--- config.mk ---
export PLATFORM = sky130hd
export DESIGN_NAME = block_uart_tx
export DESIGN_NICKNAME = d
export VERILOG_FILES = /design/src/rtl/aes_uart_pkg.sv /design/src/rtl/block_uart_tx_baud_tick.sv /design/src/rtl/block_uart_tx.sv
export SDC_FILE = /design/constraint.sdc
export NUM_CORES = 1
export LEC_CHECK = 0
export CAP_MARGIN = 20
export CORE_ASPECT_RATIO = 2
export CORE_UTILIZATION = 48
export DETAILED_ROUTE_END_ITERATION = 8
export PLACE_DENSITY_LB_ADDON = 0.1
export SYNTH_ARGS = -nofsm -noshare
export SYNTH_HDL_FRONTEND = slang
export SYNTH_SLANG_ARGS = --single-unit
--- constraint.sdc ---
create_clock -name clk -period 5.6 [get_ports clk]
set_input_delay 1.12 -clock clk [delete_from_list [all_inputs] [get_ports clk]]
set_output_delay 1.12 -clock clk [all_outputs]
set_load 0.005 [all_outputs]
--- src/rtl/aes_uart_pkg.sv ---
// Shared definitions for the block UART transmitter: frame constants,
// default bit time and the transmitter state encoding.
// Optional feature macro: BLOCK_UART_TX_PARITY_EN (adds an even-parity state).
package aes_uart_pkg;

    localparam int UART_DATA_BITS       = 8;
    localparam int BLOCK_BYTES          = 16;
    localparam int BLOCK_BITS           = 128;
    localparam int DEFAULT_CLKS_PER_BIT = 868;

    typedef enum logic [2:0] {
        ST_IDLE   = 3'd0,
        ST_START  = 3'd1,
        ST_DATA   = 3'd2,
`ifdef BLOCK_UART_TX_PARITY_EN
        ST_STOP   = 3'd3,
        ST_PARITY = 3'd4
`else
        ST_STOP   = 3'd3
`endif
    } tx_state_e;

    // Even parity over one data byte (1 when the byte holds an odd number of ones).
    function automatic logic even_parity(input logic [7:0] b);
        return ^b;
    endfunction

endpackage

--- src/rtl/block_uart_tx_baud_tick.sv ---
// Bit-time generator: counts CLKS_PER_BIT cycles and pulses tick on the
// last cycle of each bit. A synchronous clear holds the count at zero so
// the first bit after clear lasts exactly CLKS_PER_BIT cycles.
module uart_baud_tick #(
    parameter int unsigned CLKS_PER_BIT = 868
) (
    input  logic clk,
    input  logic rst,
    input  logic clr,
    output logic tick
);

    localparam logic [15:0] LAST_CNT = 16'(CLKS_PER_BIT - 1);

    logic [15:0] cnt_q;
    logic [15:0] cnt_d;

    // Next count: hold at zero while cleared, wrap at the bit boundary.
    always_comb begin
        cnt_d = cnt_q;
        tick  = 1'b0;
        if (clr) begin
            cnt_d = 16'd0;
        end else if (cnt_q == LAST_CNT) begin
            cnt_d = 16'd0;
            tick  = 1'b1;
        end else begin
            cnt_d = cnt_q + 16'd1;
        end
    end

    // Baud counter register.
    always_ff @(posedge clk or posedge rst) begin
        if (rst) begin
            cnt_q <= 16'd0;
        end else begin
            cnt_q <= cnt_d;
        end
    end

endmodule

--- src/rtl/block_uart_tx.sv ---
// Block UART transmitter: sends a captured 128-bit block as 16 back-to-back
// 8N1 frames, most significant byte first, each byte LSB first.
// Optional feature macro: BLOCK_UART_TX_PARITY_EN (8E1 frames).
module block_uart_tx
    import aes_uart_pkg::*;
#(
    parameter int unsigned CLKS_PER_BIT = DEFAULT_CLKS_PER_BIT,
    parameter logic        IDLE_LEVEL   = 1'b1
) (
    input  logic                  clk,
    input  logic                  rst,
    input  logic                  start,
    input  logic [BLOCK_BITS-1:0] data_in,
    output logic                  busy,
    output logic                  done,
    output logic                  data_out_tx
);

    tx_state_e             state_q, state_d;
    logic [BLOCK_BITS-1:0] shift_q, shift_d;
    logic [3:0]            byte_q, byte_d;
    logic [2:0]            bit_q, bit_d;
    logic                  line_q, line_d;
    logic                  busy_q, busy_d;
    logic                  done_q, done_d;
    logic                  ready_q, ready_d;
    logic                  tick_s;
    logic                  clr_s;
    logic [7:0]            cur_byte_s;
    logic [2:0]            bit_nxt_s;

    assign clr_s      = (state_q == ST_IDLE);
    assign cur_byte_s = shift_q[BLOCK_BITS-1 -: 8];
    assign bit_nxt_s  = bit_q + 3'd1;

    uart_baud_tick #(
        .CLKS_PER_BIT(CLKS_PER_BIT)
    ) u_baud (
        .clk (clk),
        .rst (rst),
        .clr (clr_s),
        .tick(tick_s)
    );

    // Frame sequencing; line, busy and done are computed for the next cycle
    // so that all outputs come straight from flops.
    always_comb begin
        state_d = state_q;
        shift_d = shift_q;
        byte_d  = byte_q;
        bit_d   = bit_q;
        line_d  = line_q;
        busy_d  = busy_q;
        done_d  = 1'b0;
        ready_d = 1'b1;
        case (state_q)
            ST_IDLE: begin
                if (start && ready_q) begin
                    shift_d = data_in;
                    byte_d  = 4'd0;
                    bit_d   = 3'd0;
                    state_d = ST_START;
                    line_d  = 1'b0;
                    busy_d  = 1'b1;
                end else begin
                    line_d  = IDLE_LEVEL;
                    busy_d  = 1'b0;
                end
            end
            ST_START: begin
                if (tick_s) begin
                    state_d = ST_DATA;
                    bit_d   = 3'd0;
                    line_d  = cur_byte_s[0];
                end else begin
                    line_d  = 1'b0;
                end
            end
            ST_DATA: begin
                if (tick_s) begin
                    if (bit_q == 3'(UART_DATA_BITS - 1)) begin
`ifdef BLOCK_UART_TX_PARITY_EN
                        state_d = ST_PARITY;
                        line_d  = even_parity(cur_byte_s);
`else
                        state_d = ST_STOP;
                        line_d  = IDLE_LEVEL;
`endif
                    end else begin
                        bit_d  = bit_nxt_s;
                        line_d = cur_byte_s[bit_nxt_s];
                    end
                end else begin
                    line_d = line_q;
                end
            end
`ifdef BLOCK_UART_TX_PARITY_EN
            ST_PARITY: begin
                if (tick_s) begin
                    state_d = ST_STOP;
                    line_d  = IDLE_LEVEL;
                end else begin
                    line_d  = line_q;
                end
            end
`endif
            ST_STOP: begin
                if (tick_s) begin
                    if (byte_q == 4'(BLOCK_BYTES - 1)) begin
                        state_d = ST_IDLE;
                        line_d  = IDLE_LEVEL;
                        busy_d  = 1'b0;
                        done_d  = 1'b1;
                    end else begin
                        // Next byte moves into the top of the shift register.
                        byte_d  = byte_q + 4'd1;
                        shift_d = {shift_q[BLOCK_BITS-9:0], 8'h00};
                        state_d = ST_START;
                        line_d  = 1'b0;
                    end
                end else begin
                    line_d = IDLE_LEVEL;
                end
            end
            default: begin
                state_d = ST_IDLE;
                line_d  = IDLE_LEVEL;
                busy_d  = 1'b0;
            end
        endcase
    end

    // State, datapath and output registers; ready_q blocks start for one
    // cycle after reset release.
    always_ff @(posedge clk or posedge rst) begin
        if (rst) begin
            state_q <= ST_IDLE;
            shift_q <= '0;
            byte_q  <= 4'd0;
            bit_q   <= 3'd0;
            line_q  <= IDLE_LEVEL;
            busy_q  <= 1'b0;
            done_q  <= 1'b0;
            ready_q <= 1'b0;
        end else begin
            state_q <= state_d;
            shift_q <= shift_d;
            byte_q  <= byte_d;
            bit_q   <= bit_d;
            line_q  <= line_d;
            busy_q  <= busy_d;
            done_q  <= done_d;
            ready_q <= ready_d;
        end
    end

    assign busy        = busy_q;
    assign done        = done_q;
    assign data_out_tx = line_q;

endmodule

==> results.md <==
- Outcome: finished clean
- Global Route Usage Sum: 22.1%
- Vias per std cell: 5.21
- Final min period: 3.37 ns
- Slowest cell on crit path: buf_4
- Worst path cell trace: ha_4 -> buf_4 -> buf_4 -> nor2_1 -> o21ai_0 -> o22ai_1 -> o21a_1
- Fillers: 1216
- Pins Over Slew Limit: 0
- WL/cell: 15.9 µm
- Commonest cells in the netlist: dfrtp_1 (156), nand2_1 (136), mux2i_1 (126), o21ai_1 (74), o21ai_0 (52)
- # rows: 63
- Crit path required time: 5.90 ns
- Synth warnings: 0
- Global-route wire length before repair: 26500 µm
- Vias: 5344
- Starting DRT DRC Count: 230
- Layout cells sized above 1: 5.30%
- HP Class: register to register
- Max-Cap Viols: 0
- CP Class: register to register
- Most used cell, CP: buf_4
- Port bufs: 133
- Final hold viol count: 0
- Vias in the first global route: 5557
- Seq/Total Area, Yosys: 53.3%
- Worst-path maximum fanout: 60
- Die H: 177 µm
- Cell taking the most area after synthesis: dfrtp_1
- First drt pass iteration count: 4
- Net count after synthesis: 846
- Average cell area after synthesis: 10.4 µm²
- Worst skew pair latency: 0.42 ns
- Fmax: 297 MHz
- Starting density of the core: 49.5%
- CTS tree: done
- CTS Hold Buffers Added: 0
- Top-count cell post-synth: dfrtp_1
- Slew @ Worst Pin: 0.925 ns
- Clock buffer depth: 2
- RSZ-0062 raised after global routing: no
- Post-DRT Antenna Nets: 0
- Setup Skew: 0.0113 ns
- Pwr dens: 264 nW/µm²
- Worst vdd ir: 0.000208 V
- Synthesized area: 7380 µm²
- Worst slew slack as a fraction of its limit: 38.3%
- Largest net degree at the start of global routing: 144
- Synth area leaders: dfrtp_1 (53%), mux2i_1 (17%), nand2_1 (6.9%)
- Root Driver: clkbuf_16
- P&R area growth vs syn: 27.9%
- CTS resizes: 0
- Multi-input logic area: 3190 µm²
- Core area: 14900 µm²
- H-tree depth: 4
- Grt ovf: 0
- Die width: 89.7 µm
- Cts bufs inserted: 17
- Die ar.: 15900 µm²
- Cell count after synthesis: 707
- NumNets Final: 957
- FF/Latch Area: 3930 µm²
- Initial antenna violation count: 0
- Hold WS: 0.476 ns
- Worst EP arrival: 3.68 ns
- CTS clock-pin slew for the worst setup and hold paths: 0.06 ns
- Setup violators final: 0
- DRC Markers: 0
- Commonest register cell after synthesis: dfrtp_1
- HPWL after detailed placement: 11500 µm
- Area share of the largest cell type after synthesis: 52.9%
- Leak Pwr: 3.90 nW
- Period utilization: 60.2%
- Crit path capture type: register
- IO Count: 134
- Clock tree sinks: 157
- Seq cells post-synth: 157
- Post-Route WL: 16300 µm
- Post-CTS setup buffer count: 0
- CP Launch Type: register
- Setup TNS: 0 ns
- Crit-path max cell delay: 0.86 ns
- GPL Wtd Cong: 0.776
- Ys async rst share: 100%
- Post-synth EDFFs: 0
- Antenna cells: 0
- Synth unique cells: 45
==> routing by layer <==
layer	GRT usage (%)	vias up	routed length [µm]
met5	0	-	0
met4	8.07	0	350
met3	4.37	23	603
met2	39.6	106	8910
met1	25.3	2548	6460
li1	-	2667	-
==> per-stage QoR <==
step                utilization, %  instances  setup WS, ns  instance area, µm²  total power, mW
floorplan                        -        707         0.247                7380             1.20
global placement              59.0        993          2.30                8790             1.30
detailed placement            59.0        993          2.21                8790             1.30
CTS                           63.2       1024          2.24                9410             2.53
global route                  63.3       1025          2.04                9440             2.59
finish                        63.3       1025          2.23                9440             2.50
==> worst paths after layout <==
path                                    startpoint                      end  slack, ns  depth (start not counted)
max                         state_q[0]$_DFFE_PP0P_   state_q[0]$_DFFE_PP0P_       2.23                          7
min                        shift_q[87]$_DFFE_PP0P_  shift_q[87]$_DFFE_PP0P_       0.48                          2
min in group asynchronous                      rst  shift_q[60]$_DFFE_PP0P_       1.11                          2
max reg2reg                 state_q[0]$_DFFE_PP0P_   state_q[0]$_DFFE_PP0P_       2.23                          7
min reg2reg                shift_q[87]$_DFFE_PP0P_  shift_q[87]$_DFFE_PP0P_       0.48                          2
max in group asynchronous                      rst  shift_q[82]$_DFFE_PP0P_       3.58                          3
==> flip-flops by register name, indices dropped and copies added (netlist names) <==
register,cells
shift_q,128
ready_q,1
data_out_tx,1
u_baud.cnt_q,16
done,1
bit_q,3
busy,1
state_q,2
byte_q,4
==> power by group <==
group	leakage [nW]	switching [mW]	internal [mW]
Sequential	2.15	0.000334	1.13
Clock	0.294	0.464	0.750
Combinational	1.46	0.0510	0.0951
==> final cells by class <==
cell class / instances / share of cell area (%)
Sequential cell: 157 / 41.6
Multi-Input combinational cell: 494 / 33.9
Timing Repair Buffer: 139 / 14.9
Clock buffer: 19 / 4.59
Tap cell: 195 / 2.59
Clock inverter: 12 / 1.99
Inverter: 9 / 0.411
==> logic make-up after synthesis <==
logic type / share of synthesized area [%]
simple gates: 11.2
flops: 53.3
compound gates: 11.2
mux: 17.4
buf+inv: 3.73
xor+xnor: 1.78
fa+ha+maj: 1.36
other cells: 0.0508
==> cells in the final DEF, fill, tap and decap left out, types with 7 or more instances in the layout <==
| cell type | count |
|---|---|
| nor2_1 | 24 |
| clkbuf_16 | 17 |
| nand2_1 | 136 |
| mux2i_1 | 126 |
| clkdlybuf4s50_1 | 133 |
| dfrtp_1 | 156 |
| xor2_1 | 10 |
| nand3_1 | 9 |
| ha_1 | 7 |
| inv_1 | 8 |
| a22o_1 | 9 |
| o21ai_1 | 74 |
| o21ai_0 | 52 |
==> critical path, delay by kind of cell, from the launching register on <==
family / cells / cell delay (ns)
flip-flops: 1 / 0.44
adder cells (fa/ha/maj): 1 / 0.44
AND/OR/NAND/NOR: 1 / 0.14
AO/OA/AOI/OAI: 3 / 0.56
buffers and inverters: 2 / 1.60
Power figures use the tool's default switching activity.
